$ cat config.mk
export PLATFORM = sky130hd
export DESIGN_NAME = mem_bus_arbiter
export DESIGN_NICKNAME = d
export VERILOG_FILES = /design/src/rtl/mem_bus_arbiter.sv
export SDC_FILE = /design/constraint.sdc
export NUM_CORES = 1
export LEC_CHECK = 0
export CORE_AREA = 2 2 123 125
export CTS_CLUSTER_DIAMETER = 150
export DETAILED_ROUTE_END_ITERATION = 6
export DIE_AREA = 0 0 125 127
export PLACE_DENSITY = 0.68
export SYNTH_ARGS = -nofsm -noshare
export SYNTH_HDL_FRONTEND = slang
export SYNTH_SLANG_ARGS = --single-unit
$ cat constraint.sdc
create_clock -name clk -period 2.65 [get_ports clk]
set_input_delay 0.53 -clock clk [delete_from_list [all_inputs] [get_ports clk]]
set_output_delay 0.53 -clock clk [all_outputs]
set_load 0.03 [all_outputs]
$ cat src/rtl/mem_bus_arbiter.sv
// Two-master, one-slave round-robin arbiter for the simple memory bus.
// Grants are non-preemptive and end on slave done, watchdog expiry or master withdrawal.
module mem_bus_arbiter #(
  parameter int unsigned TIMEOUT_CYCLES = 255,
  parameter logic [31:0] ERR_RDATA      = 32'hDEAD_BEEF
) (
  input  logic        clk,
  input  logic        rst,
  input  logic [31:0] m0_addr,
  input  logic [31:0] m0_wdata,
  input  logic [3:0]  m0_wmask,
  input  logic        m0_wen,
  input  logic        m0_ren,
  output logic [31:0] m0_rdata,
  output logic        m0_done,
  output logic        m0_err,
  input  logic [31:0] m1_addr,
  input  logic [31:0] m1_wdata,
  input  logic [3:0]  m1_wmask,
  input  logic        m1_wen,
  input  logic        m1_ren,
  output logic [31:0] m1_rdata,
  output logic        m1_done,
  output logic        m1_err,
  output logic [31:0] s_addr,
  output logic [31:0] s_wdata,
  output logic [3:0]  s_wmask,
  output logic        s_wen,
  output logic        s_ren,
  input  logic [31:0] s_rdata,
  input  logic        s_done,
  output logic [1:0]  grant
);

  localparam int unsigned CW = (TIMEOUT_CYCLES > 0) ? $clog2(TIMEOUT_CYCLES + 1) : 1;
  localparam bit          TMO_EN = (TIMEOUT_CYCLES != 0);
  localparam logic [CW-1:0] TMO_LAST = CW'((TIMEOUT_CYCLES > 0) ? TIMEOUT_CYCLES - 1 : 0);

  // State encoding doubles as the one-hot grant vector.
  localparam logic [1:0] ST_IDLE = 2'b00;
  localparam logic [1:0] ST_OWN0 = 2'b01;
  localparam logic [1:0] ST_OWN1 = 2'b10;

  logic [1:0]    state_q, state_d;
  logic          last_q, last_d;
  logic [CW-1:0] cnt_q, cnt_d;

  logic        m0_req, m1_req;
  logic        own0, own1, owned;
  logic        cur_req, cur_wen, cur_ren;
  logic [31:0] cur_addr, cur_wdata;
  logic [3:0]  cur_wmask;
  logic        xfer_done, xfer_tmo, route;

  assign m0_req = m0_wen | m0_ren;
  assign m1_req = m1_wen | m1_ren;

  assign own0  = (state_q == ST_OWN0);
  assign own1  = (state_q == ST_OWN1);
  assign owned = own0 | own1;

  always_comb begin
    cur_req   = 1'b0;
    cur_wen   = 1'b0;
    cur_ren   = 1'b0;
    cur_addr  = '0;
    cur_wdata = '0;
    cur_wmask = '0;
    if (own0) begin
      cur_req   = m0_req;
      cur_wen   = m0_wen;
      cur_ren   = m0_ren;
      cur_addr  = m0_addr;
      cur_wdata = m0_wdata;
      cur_wmask = m0_wmask;
    end else if (own1) begin
      cur_req   = m1_req;
      cur_wen   = m1_wen;
      cur_ren   = m1_ren;
      cur_addr  = m1_addr;
      cur_wdata = m1_wdata;
      cur_wmask = m1_wmask;
    end
  end

  // Withdrawal takes priority; slave done wins over a coincident watchdog expiry.
  assign xfer_done = owned & cur_req & s_done;
  assign xfer_tmo  = owned & cur_req & ~s_done & TMO_EN & (cnt_q == TMO_LAST);
  assign route     = owned & cur_req & ~xfer_tmo;

  assign s_addr  = route ? cur_addr  : '0;
  assign s_wdata = route ? cur_wdata : '0;
  assign s_wmask = route ? cur_wmask : '0;
  assign s_wen   = route & cur_wen;
  assign s_ren   = route & cur_ren & ~cur_wen;

  always_comb begin
    state_d = state_q;
    last_d  = last_q;
    cnt_d   = '0;
    case (state_q)
      ST_IDLE: begin
        if (m0_req && m1_req) begin
          state_d = last_q ? ST_OWN0 : ST_OWN1;
        end else if (m0_req) begin
          state_d = ST_OWN0;
        end else if (m1_req) begin
          state_d = ST_OWN1;
        end
      end
      ST_OWN0, ST_OWN1: begin
        if (!cur_req) begin
          state_d = ST_IDLE;
        end else if (xfer_done || xfer_tmo) begin
          state_d = ST_IDLE;
          last_d  = own1;
        end else begin
          cnt_d = TMO_EN ? cnt_q + CW'(1) : '0;
        end
      end
      default: state_d = ST_IDLE;
    endcase
  end

  always_ff @(posedge clk or negedge rst) begin
    if (!rst) begin
      state_q <= ST_IDLE;
      last_q  <= 1'b1;
      cnt_q   <= '0;
    end else begin
      state_q <= state_d;
      last_q  <= last_d;
      cnt_q   <= cnt_d;
    end
  end

  assign grant = state_q;

  assign m0_done  = own0 & (xfer_done | xfer_tmo);
  assign m0_err   = own0 & xfer_tmo;
  assign m0_rdata = (own0 & xfer_done) ? s_rdata :
                    (own0 & xfer_tmo)  ? ERR_RDATA : '0;

  assign m1_done  = own1 & (xfer_done | xfer_tmo);
  assign m1_err   = own1 & xfer_tmo;
  assign m1_rdata = (own1 & xfer_done) ? s_rdata :
                    (own1 & xfer_tmo)  ? ERR_RDATA : '0;

endmodule

==> impl.org <==
** Critical path
- Worst path bufs/invs :: 7
- Library cell appearing most often on the critical path :: buf_6
- The critical path crosses 11 cells after its start point.
- Traced cell by cell, the critical path runs through inv_2 -> buf_6 -> ha_4 -> buf_6 -> o211ai_1 -> buf_4 -> nor3_4 -> buf_6 -> buf_12 -> o21a_1 -> buf_6.
- Path depth of the worst reg2reg path :: 9
- Slowest stage cell, crit path :: dfrtp_2
- Among cell families on the critical path, the largest total delay comes from buffers and inverters.
- Element type at the critical path start :: flop
- STA classifies the critical path endpoint as a primary output.
- Data required time of the worst path :: 2.12 ns
- Worst EP arrival :: 2.17 ns
- The critical path is of the flop to primary output type.
- On the worst path, the slowest cell contributes a delay of 0.39 ns.
- Along the worst path, the maximum fanout reaches 7.

** Die
- Effective utilization at floorplan :: 17.7%
- The floorplan step defined a core boundary enclosing 14,400 um^2.
- The initialized floorplan defines 44 standard-cell rows.
- During I/O placement, the number of pins put on the boundary was 315.
- Height of the chip :: 127 um
- Overall die area :: 15,900 um^2
- Die boundary width :: 125 um

** Clock tree
- TritonCTS clock tree :: built
- The number of hold buffers added after CTS was 0.
- The clock reaches the later pin of the worst-skew pair after 0.24 ns.
- Clock Path Buffers :: 2
- In this run the clock root is driven by a clkbuf_16.
- Sinks on the clock net :: 11
- CTS built an H-tree with a depth of 1.
- Clock tree synthesis inserted a total of 3 buffers.
- After clock tree synthesis, the clock-pin slew on the worst setup and hold paths is 0.04 ns.

** STA
- Setup Total Neg Slack :: -0.536 ns
- Layout Skew :: 0.00167 ns
- At the pin with the least slew margin, the transition time is 0.503 ns.
- Rel. slew slack :: 66.4%
- Final count of pins violating max slew :: 0
- Post-route setup slack :: -0.0528 ns
- For this run, the top clock speed supported by timing is 370 MHz.
- Setup violation total in the final timing report :: 27
- Unrepaired setup endpoints after global routing :: true
- Final period util :: 102%
- Final hold vios :: 0
- Final critical path time including I/O delays and setup :: 2.70 ns

** Placed design
- The count of buffers added on input and output ports is 314.
- The HPWL after detailed placement is 10,800 um.
- Placed instance area :: 5930 um^2
- The congestion estimate from routability-driven global placement came to 0.837.

** Yosys
- A synthesized cell averages 5.64 um^2.
- Share of the yosys chip area belonging to registers :: 10.8%
- In this run, synthesis produced a sequential element count of 11.
- Yosys printed 0 warnings.
- Syn Inst Count :: 453
- Total standard cell area after synthesis :: 2550 um^2
- Post-synthesis net count :: 633
- Cell variety after synth :: 37

** Routing
- In this run, the number of DRC markers left after iteration 0 of detailed routing was 174.
- Summed over all layers, the routed wires come to 14,700 um.
- Detailed routing inserted a total of 4,381 vias.
- DRT Pass-1 Iters :: 6
- Number of vias per cell after detailed routing :: 4.45
- Number of remaining DRC errors :: 0
- Average routed wire per standard cell :: 15.0 um
- In this run the remaining antenna-violating nets after routing total 0.

** Cells and area
- Final core utilization :: 45.4%
- Area growth syn-to-layout :: 156%
- Of the cells placed in the final design, the portion with a size suffix greater than 1 is 31.5%.
- In the final design database the tool counted 982 nets.
- 0 antenna diodes ended up in the layout.
- Once layout is done, the placed cells without fillers occupy 6550 um^2.

** Power
- In this run the static leakage power is 3.16 nW.
- Maximum VDD drop :: 0.000284 V
- Total power density per cell area :: 601 nW/um^2

** Global routing
- Global-route wire length before repair :: 21,300 um
- All-Layer GR Usage :: 16.2%
- Number of antenna violations at the first check in global routing :: 0
- Global routing finished with a remaining overflow of 0.
- Vias in the first global route :: 4,206
- Entering global routing, the biggest net connects 75 pins.

** Status
- The run finished, with violations left.
- The checks that failed: negative setup slack.

** Job
- The tool flagged a number of max-cap violations equal to 0.

** Hold path
- Along the worst hold path, the cell count comes to 1.
- The path class of the tightest hold or removal check is flop to flop.
-- stage by stage --
stage | instances | total power, mW | setup WS, ns | hold slack, ns
global placement | 951 | 3.05 | -0.478 | 0.510
finish | 985 | 3.93 | -0.0528 | 0.515
floorplan | 453 | 1.86 | 0.00466 | 0.234
detailed placement | 951 | 3.05 | -0.482 | 0.513
global route | 985 | 4.24 | -0.150 | 0.548
CTS | 974 | 3.78 | -0.0414 | 0.519
-- sequential cells by signal, summed over array words and instances (netlist names) --
name	flops
cnt_q	8
last_q	1
grant	2
-- placed cells by master (no fill, tap or decap), types with 4 or more instances in the layout --
master	instances
buf_2	43
buf_4	67
nand2_1	71
nor2_2	17
nor2_1	127
clkbuf_16	7
nand3_1	4
dfrtp_1	9
clkdlybuf4s50_1	172
and2_1	16
dlygate4sd2_1	4
xor2_1	5
inv_1	4
buf_12	12
a21oi_1	70
a21o_1	25
o21a_1	25
buf_6	76
-- cells by family (layout without fill, tap and decap cells) --
logic type                 after synthesis  in the layout  synth area share, %
AOI/OAI and AO/OA                      132            132                 31.9
xor gates and xnor gates                 6              6                 2.06
adders and majority gates                5              5                 2.45
buffers and inverters                   47            394                 10.4
DFF                                     11             11                 10.8
and+or+nand+nor                        252            253                 42.4
-- synthesized netlist by cell type --
cell type,n,share of area (%)
nor2_1,147,22
a21oi_1,71,14
nand2_1,71,10
clkbuf_1,26,3.8
a21o_1,25,7.3
o21a_1,25,7.3
and2_1,17,4.2
buf_6,10,4.4
dfrtp_1,10,9.8
inv_1,6,0.88
ha_1,5,2.4
xor2_1,5,1.7
nand3_1,4,0.78
buf_4,3,0.88
and3_1,2,0.49
buf_2,2,0.39
nor3_4,2,1.3
o21ai_0,2,0.39
o22ai_1,2,0.49
a31oi_1,1,0.25
a32o_1,1,0.39
a32oi_1,1,0.34
a41o_1,1,0.39
and3_4,1,0.44
and4_4,1,0.44
dfstp_2,1,1.0
nand3_2,1,0.39
nand3b_1,1,0.29
nand4_1,1,0.25
nand4_4,1,0.83
nor4bb_1,1,0.39
o211a_2,1,0.39
o211ai_1,1,0.29
o21ai_2,1,0.34
or2_2,1,0.25
or3b_1,1,0.34
xnor2_1,1,0.34
-- power breakdown --
part	leakage [nW]	switching, mW	internal, mW
Sequential	0.146	0.0183	0.197
Clock	0.0382	0.0732	0.202
Combinational	2.98	1.83	1.61
Total	3.16	1.92	2.01
-- layer usage --
layer | GRT usage [%] | up-vias | wire length, um
li1 | - | 2191 | -
met1 | 19.3 | 1965 | 5960
met2 | 30.7 | 208 | 7610
met3 | 2.93 | 17 | 954
met4 | 3.07 | 0 | 221
met5 | 0 | - | 0
-- cell type report --
| type | instances | area (um^2) |
|---|---|---|
| Inverter | 6 | 22.5 |
| Sequential cell | 11 | 278 |
| Multi-Input combinational cell | 396 | 2160 |
| Fill cell | 1480 | 7880 |
| Timing Repair Buffer | 384 | 3780 |
| Tap cell | 184 | 230 |
| Clock buffer | 4 | 78.8 |
-- worst paths after layout --
check                         start            to  slack [ns]
setup / recovery           grant[0]  m1_rdata[11]       -0.05
min in group asynchronous       rst      cnt_q[2]        0.63
hold reg to reg              last_q        last_q        0.51
setup reg to reg           grant[1]      grant[1]        0.82
hold / removal               last_q        last_q        0.51
max in group asynchronous       rst      grant[0]        1.65
-- worst register-to-register path, stage by stage (launching register included) --
cell and delay [ns]:
dfrtp_1 0.39, inv_2 0.09, ha_4 0.14, or3b_4 0.38
o211ai_1 0.11, buf_4 0.15, buf_4 0.10, buf_4 0.09
o22ai_1 0.07, a32o_1 0.20
-- timing repair --
action | 4_1_cts | 5_1_grt
gates resized for setup | 333 | 75
pin swaps | 4 | 16
endpoints found under the setup margin | 128 | 90
gates cloned | 3 | 6
buffers inserted | 16 | 10
endpoints found under the hold margin | 0 | 0
No activity file was read; power rests on OpenSTA's default activity.
